==> src/rtl/vec_mem_arbiter.sv <==
// Two-port round-robin arbiter with burst locking for the single 16-bit memory port.
// Define ARB_FIXED_PRIO_EN to make port 0 win every tie and be exempt from the burst limit.
module vec_mem_arbiter #(
   parameter int unsigned MAX_BURST = 16
) (
   input  logic        Clk1,
   input  logic        Reset_n,
   input  logic        Req0,
   input  logic        Req1,
   input  logic        Lock0,
   input  logic        Lock1,
   input  logic        Wr0,
   input  logic        Wr1,
   input  logic [15:0] Addr0,
   input  logic [15:0] Addr1,
   input  logic [15:0] WData0,
   input  logic [15:0] WData1,
   output logic        Gnt0,
   output logic        Gnt1,
   output logic        RValid0,
   output logic        RValid1,
   output logic [15:0] RData,
   output logic [15:0] Addr,
   output logic        RD,
   output logic        WR,
   output logic [15:0] dataOut,
   input  logic [15:0] DataIn
);

   localparam int unsigned BW = $clog2(MAX_BURST) + 1;
   localparam logic [BW-1:0] BCNT_LAST = BW'(MAX_BURST - 1);
   localparam logic [BW-1:0] BCNT_FULL = BW'(MAX_BURST);

   localparam logic [1:0] ST_IDLE = 2'd0;
   localparam logic [1:0] ST_OWN0 = 2'd1;
   localparam logic [1:0] ST_OWN1 = 2'd2;

   logic [1:0]    state_q, state_d;
   logic          last_q, last_d;
   logic [BW-1:0] bcnt_q, bcnt_d;
   logic          tag_valid_q, tag_valid_d;
   logic          tag_port_q, tag_port_d;

   logic acc0, acc1;
   logic limit0, limit1;

   function automatic logic [1:0] pick(input logic r0, input logic r1, input logic lst);
      logic [1:0] res;
      if (r0 && r1) begin
`ifdef ARB_FIXED_PRIO_EN
         res = ST_OWN0;
`else
         res = lst ? ST_OWN0 : ST_OWN1;
`endif
      end else if (r0) begin
         res = ST_OWN0;
      end else if (r1) begin
         res = ST_OWN1;
      end else begin
         res = ST_IDLE;
      end
      return res;
   endfunction

   assign Gnt0 = (state_q == ST_OWN0);
   assign Gnt1 = (state_q == ST_OWN1);
   assign acc0 = Gnt0 & Req0;
   assign acc1 = Gnt1 & Req1;

   // >= rather than == so a count saturated during an uncontested lock still releases.
`ifdef ARB_FIXED_PRIO_EN
   assign limit0 = 1'b0;
`else
   assign limit0 = (bcnt_q >= BCNT_LAST) & acc0 & Req1;
`endif
   assign limit1 = (bcnt_q >= BCNT_LAST) & acc1 & Req0;

   always_comb begin
      state_d = state_q;
      last_d  = last_q;
      unique case (state_q)
         ST_IDLE: state_d = pick(Req0, Req1, last_q);
         ST_OWN0: begin
            if (!(Req0 & Lock0 & ~limit0)) begin
               // Releasing owner counts as most recent, so the other port wins the tie now.
               state_d = pick(Req0, Req1, 1'b0);
               last_d  = 1'b0;
            end
         end
         ST_OWN1: begin
            if (!(Req1 & Lock1 & ~limit1)) begin
               state_d = pick(Req0, Req1, 1'b1);
               last_d  = 1'b1;
            end
         end
         default: state_d = ST_IDLE;
      endcase
   end

   always_comb begin
      bcnt_d = bcnt_q;
      if ((state_d != state_q) || (state_d == ST_IDLE)) begin
         bcnt_d = '0;
      end else if ((acc0 | acc1) && (bcnt_q != BCNT_FULL)) begin
         bcnt_d = bcnt_q + 1'b1;
      end
   end

   always_comb begin
      Addr    = '0;
      dataOut = '0;
      RD      = 1'b0;
      WR      = 1'b0;
      if (acc0) begin
         Addr    = Addr0;
         RD      = ~Wr0;
         WR      = Wr0;
         dataOut = Wr0 ? WData0 : '0;
      end else if (acc1) begin
         Addr    = Addr1;
         RD      = ~Wr1;
         WR      = Wr1;
         dataOut = Wr1 ? WData1 : '0;
      end
   end

   assign tag_valid_d = (acc0 & ~Wr0) | (acc1 & ~Wr1);
   assign tag_port_d  = acc1;

   always_ff @(posedge Clk1 or negedge Reset_n) begin
      if (!Reset_n) begin
         state_q     <= ST_IDLE;
         last_q      <= 1'b1;
         bcnt_q      <= '0;
         tag_valid_q <= 1'b0;
         tag_port_q  <= 1'b0;
      end else begin
         state_q     <= state_d;
         last_q      <= last_d;
         bcnt_q      <= bcnt_d;
         tag_valid_q <= tag_valid_d;
         tag_port_q  <= tag_port_d;
      end
   end

   assign RValid0 = tag_valid_q & ~tag_port_q;
   assign RValid1 = tag_valid_q & tag_port_q;
   assign RData   = tag_valid_q ? DataIn : '0;

endmodule

==> config.mk <==
export PLATFORM = sky130hd
export DESIGN_NAME = vec_mem_arbiter
export DESIGN_NICKNAME = d
export VERILOG_FILES = /design/src/rtl/vec_mem_arbiter.sv
export SDC_FILE = /design/constraint.sdc
export NUM_CORES = 1
export LEC_CHECK = 0
export CAP_MARGIN = 20
export CORE_MARGIN = 4
export CORE_UTILIZATION = 28
export CTS_BUF_LIST = sky130_fd_sc_hd__clkbuf_8
export DETAILED_ROUTE_END_ITERATION = 12
export GPL_ROUTABILITY_DRIVEN = 0
export HOLD_SLACK_MARGIN = 0.15
export PLACE_DENSITY = 0.87
export SETUP_SLACK_MARGIN = 0.1
export SLEW_MARGIN = 20
export SYNTH_ARGS = -nofsm -noshare
export SYNTH_HDL_FRONTEND = slang
export SYNTH_SLANG_ARGS = --single-unit
export TNS_END_PERCENT = 100
==> constraint.sdc <==
create_clock -name Clk1 -period 3.1 [get_ports Clk1]
set_input_delay 0.465 -clock Clk1 [delete_from_list [all_inputs] [get_ports Clk1]]
set_output_delay 0.465 -clock Clk1 [all_outputs]
set_load 0.01 [all_outputs]
---- Word level (Yosys, flattened, before mapping) ----
Index checks and enable logic that the tools add are counted.
operators by class
  add/subtract/negate cells ............... 1
  magnitude comparators ................... 1
  equal/unequal tests ..................... 6
  multiplexer cells ....................... 25
  bitwise operators ....................... 21
  reduce and logical (&&, ||, !) cells .... 8
operators with widths
  cell                 number
  $mux 16              7
  $mux 2               8
  $and 1x1->1          14
  $mux 5               2
  $mux 1               6
  $pmux 2 s3           1
  $add 5x1->5 const B  1
  $ge 5x4->1 const B   1
  $ne 5x5->1 const B   1
  $not 1->1            5
  $logic_not 2->1      2
  $ne 2x2->1 const B   2
  $reduce_bool 2->1    2
  $reduce_and 3->1     1
  $eq 2x1->1 const B   1
  $eq 2x2->1 const B   1
  $logic_and 1x1->1    2
  $ne 2x2->1           1
  $or 1x1->1           2
  $pmux 1 s2           1
  $logic_or 1x1->1     1
word-level totals
  register bits after elaboration ......... 10
  bits of input ports ..................... 88
  word-level logic and storage cells ...... 67

---- Longest topological paths before layout ----
  depth after elaboration ................. 11
  mapped depth ............................ 9
  mapped depth without buffers ............ 9

---- Worst setup path after synthesis ----
OpenSTA, ideal clock, no wires.
  path type ............................... register -> output
  start point ............................. reg state_q[1]
  end point ............................... out dataOut[10]
  data arrival time ....................... 1.971 ns
  path slack .............................. 0.664 ns
  cell stages (with the launch flop) ...... 10
  path buffers ............................ 3
  path through ............................ dfrtp_1 > inv_1 > ha_1 > and2_1 > buf_2 > nor2_2 > and2_1 > buf_2 > buf_2 > a22o_1
on the way
  elaborated cells between the ends (all ways) .. 6
RTL lines
  item                    line  source
  start, declared         38    logic [1:0] state_q, state_d;
  start signal, assigned  138   state_q <= state_d;
  $eq 2x1->1              65    assign Gnt0 = (state_q == ST_OWN0);
  via Gnt0                18    output logic Gnt0,
  $and 1x1->1             67    assign acc0 = Gnt0 & Req0;
  $mux 16                 114   if (acc0) begin
  end, declared           26    output logic [15:0] dataOut,
The timed path passes the listed nets, and every way through them passes these cells.

---- Final worst setup path ----
  start point ............................. reg state_q[1]
  end point ............................... out WR
on the way
  word-level cells in the longest chain between the ends .. 4
  elaborated cells between the ends (all ways) .. 6
RTL lines
  item           line  source
  $eq 2x2->1     66    assign Gnt1 = (state_q == ST_OWN1);
  $and 1x1->1    68    assign acc1 = Gnt1 & Req1;
  $mux 1         119   end else if (acc1) begin
  $mux 1 (*)     114
  end, declared  25    output logic WR,
Mark *: on every way between the ends. The rest lies on a longest branch, timed or not.

==> impl_metrics.sql <==
INSERT INTO impl_metrics (metric_group, metric, value, unit) VALUES
('timing', 'fin_skew', '0.00549', 'ns'),
('logic_synthesis', 'synth_compound_area_share', '38.8', '%'),
('grt', 'pin_count_of_the_biggest_net_entering_global_routing', '19', ''),
('logic_synthesis', 'synth_adder_area_share', '7.01', '%'),
('worst_setup_path', 'crit_slowest_cell', 'clkdlybuf4s50_1', ''),
('routing', 'wl_per_cell', '16.8', 'um'),
('timing', 'period_needed', '2.88', 'ns'),
('grt', 'overall_overflow_remaining_after_global_route', '0', ''),
('clock_network', 'htree_num_levels', '1', ''),
('power', 'reported_leakage_power', '0.00114', 'uW'),
('placement', 'dpl.cell_count', '343', ''),
('clock_network', 'ctsRootBufferMaster', 'clkbuf_8', ''),
('final_layout', 'layout.area.seq', '254', 'um^2'),
('logic_synthesis', 'netlist-cell-type-count', '44', ''),
('timing', 'max_slew_margin', '69.2', '%'),
('clock_network', 'number_of_setup_buffers_added_after_cts', '0', ''),
('logic_synthesis', 'synth_top_family_by_area', 'compound AO/OA/AOI/OAI gates', ''),
('power', 'ir_drop', '0.373', 'mV'),
('worst_hold_path', 'hold_path_class', 'primary input to asynchronous set/reset pin', ''),
('worst_setup_path', 'cp.buffers_inverters', '3', ''),
('placement', 'port_buffers', '141', ''),
('floorplan', 'die_w', '74.8', 'um'),
('clock_network', 'insertion_delay', '0.25', 'ns'),
('final_layout', 'post_layout_nonfiller_instances', '347', ''),
('power', 'power_per_cell_area', '429', 'mW/mm^2'),
('final_layout', 'multiInputGateArea', '932', 'um^2'),
('timing', 'setup_viol', '0', ''),
('worst_setup_path', 'worst-endpoint-arrival', '2.41', 'ns'),
('floorplan', 'core_area', '0.00432', 'mm^2'),
('floorplan', 'rows', '24', ''),
('final_layout', 'synthToLayoutAreaGrowth', '125', '%'),
('logic_synthesis', 'synth_edf_count', '0', ''),
('clock_network', 'postCtsHoldBufs', '0', ''),
('clock_network', 'cts_resized', '1', ''),
('logic_synthesis', 'synth-xor-area-share', '1.40', '%'),
('clock_network', 'clkSinkCount', '10', ''),
('logic_synthesis', 'share_of_synthesized_registers_carrying_an_async_set_or_reset', '100', '%'),
('timing', 'fmaxAchievable', '0.348', 'GHz'),
('logic_synthesis', 'synth_nets', '248', ''),
('timing', 'setup-tns-final', '0', 'ns'),
('final_layout', 'final_layout_size_suffix_gt1_share', '8.47', '%'),
('grt', 'antenna_found_initial', '0', ''),
('final_layout', 'layout_commonest_cell', 'clkdlybuf4s50_1', ''),
('routing', 'postRouteWirelength', '5.84', 'mm'),
('run', 'max_cap_violations', '0', ''),
('routing', 'drc_errors', '0', ''),
('power', 'fin_total_pwr', '1200', 'uW'),
('grt', 'first_pass_grt_wire_length', '8.41', 'mm'),
('final_layout', 'num-nets-final', '391', ''),
('logic_synthesis', 'ys_ff_latch', '10', ''),
('worst_setup_path', 'crit_path_max_fanout', '17', ''),
('clock_network', 'tritoncts_clock_tree', 'built', ''),
('grt', 'grt_usage', '19.4', '%'),
('placement', 'place_area', '0.00273', 'mm^2'),
('routing', 'first_iteration_detailed_routing_drc_count', '74', ''),
('placement', 'hpwlAfterDp', '4.76', 'mm'),
('floorplan', 'dieArea', '0.00559', 'mm^2'),
('worst_setup_path', 'setup.worst_path.class', 'flop to primary output', ''),
('routing', 'final_antenna_net_count', '0', ''),
('worst_setup_path', 'timing.critical_path.cells', 'inv_1, ha_1, and2_1, nor2_2, and2_1, buf_4, or2_2, clkdlybuf4s50_1', ''),
('grt', 'first_global_vias', '1640', ''),
('status', 'outcome', 'finished, final reports clean', ''),
('floorplan', 'initial_core_util', '28.9', '%'),
('final_layout', 'layout.filler_cells', '362', ''),
('logic_synthesis', 'ys_seq_area_share', '20.1', '%'),
('worst_setup_path', 'cp_data_required_time', '2.63', 'ns'),
('worst_setup_path', 'slowest_delay', '0.50', 'ns'),
('floorplan', 'die_h', '74.8', 'um'),
('timing', 'worst_max_slew_pin_slew', '0.460', 'ns'),
('routing', 'route.detailed.vias_per_inst', '5.09', ''),
('logic_synthesis', 'syn-instance-count', '153', '');
-- registers in the layout (all words and copies together), names as in the netlist --
signal,flops
last_q,1
tag_valid_q,1
tag_port_q,1
bcnt_q,5
state_q,2
-- synthesized netlist by cell type, types with 2 or more instances --
cell | count | area [um^2]
buf_2 | 4 | 20.0
ha_1 | 7 | 87.6
a41oi_1 | 2 | 17.5
o22ai_1 | 2 | 12.5
clkbuf_1 | 3 | 11.3
buf_1 | 2 | 7.51
nor2_1 | 3 | 11.3
nand2_1 | 10 | 37.5
inv_1 | 11 | 41.3
a21oi_1 | 8 | 40.0
dfrtp_1 | 9 | 225
mux2i_1 | 2 | 20.0
o21ai_0 | 6 | 30.0
and3_1 | 3 | 18.8
and2_1 | 19 | 119
nand3_1 | 2 | 10.0
nor2_2 | 2 | 12.5
a22o_1 | 32 | 280
-- worst reg2reg max path: stages (launching register included) --
cell,delay [ns]
dfrtp_1,0.45
ha_1,0.26
and3_1,0.17
ha_1,0.20
nor2_2,0.18
a41oi_1,0.23
o21ai_0,0.31
nand2_1,0.14
o21ai_1,0.23
a21oi_1,0.12
-- worst paths after layout --
kind | startpoint | to | slack, ns | depth (start not counted)
worst max-delay path | state_q[1]$_DFF_PN0_ | WR | 0.22 | 8
worst min-delay path | Reset_n | bcnt_q[4]$_DFFE_PN0P_ | 0.53 | 1
worst max register to register | bcnt_q[0]$_DFFE_PN0P_ | bcnt_q[2]$_DFFE_PN0P_ | 0.67 | 9
worst min register to register | last_q$_DFFE_PN1P_ | last_q$_DFFE_PN1P_ | 0.53 | 1
max in group asynchronous | Reset_n | state_q[0]$_DFF_PN0_ | 2.22 | 1
min in group Clk1 | last_q$_DFFE_PN1P_ | last_q$_DFFE_PN1P_ | 0.53 | 1
-- cell type report --
type	instances	area share [%]
timing repair buffer	147	51.9
multi-input combinational	123	33.2
sequential	10	9.06
tap	52	2.32
clock buffer	4	1.96
inverter	11	1.47
-- per-layer routing --
metal	track usage [%]	wire length, um
met5	0	0
met4	6.52	97
met3	2.94	443
met2	35.1	3060
met1	23.2	2230
-- power breakdown --
| group | switching, uW | internal (uW) | total (uW) |
|---|---|---|---|
| clock | 64.6 | 113 | 177 |
| sequential | 44.2 | 164 | 208 |
| combinational | 355 | 464 | 818 |
| total | 463 | 740 | 1200 |
-- metrics by stage --
stage	setup WS (ns)	hold slack, ns	util, %
after floorplan	0.664	0.169	-
after global placement	0.262	0.510	63.2
after detailed placement	0.240	0.526	63.2
after CTS	0.152	0.536	64.5
after global routing	0.127	0.540	64.8
final	0.224	0.531	64.8
-- logic make-up (layout without fill, tap and decap cells) --
kind of cell	count (synthesis)	count (layout)
AOI/OAI and AO/OA	62	62
xor gates and xnor gates	2	2
adders and majority gates	7	7
buffers and inverters	20	162
DFF	10	10
muxes	2	2
and+or+nand+nor	50	50
Power figures use the tool's default switching activity.
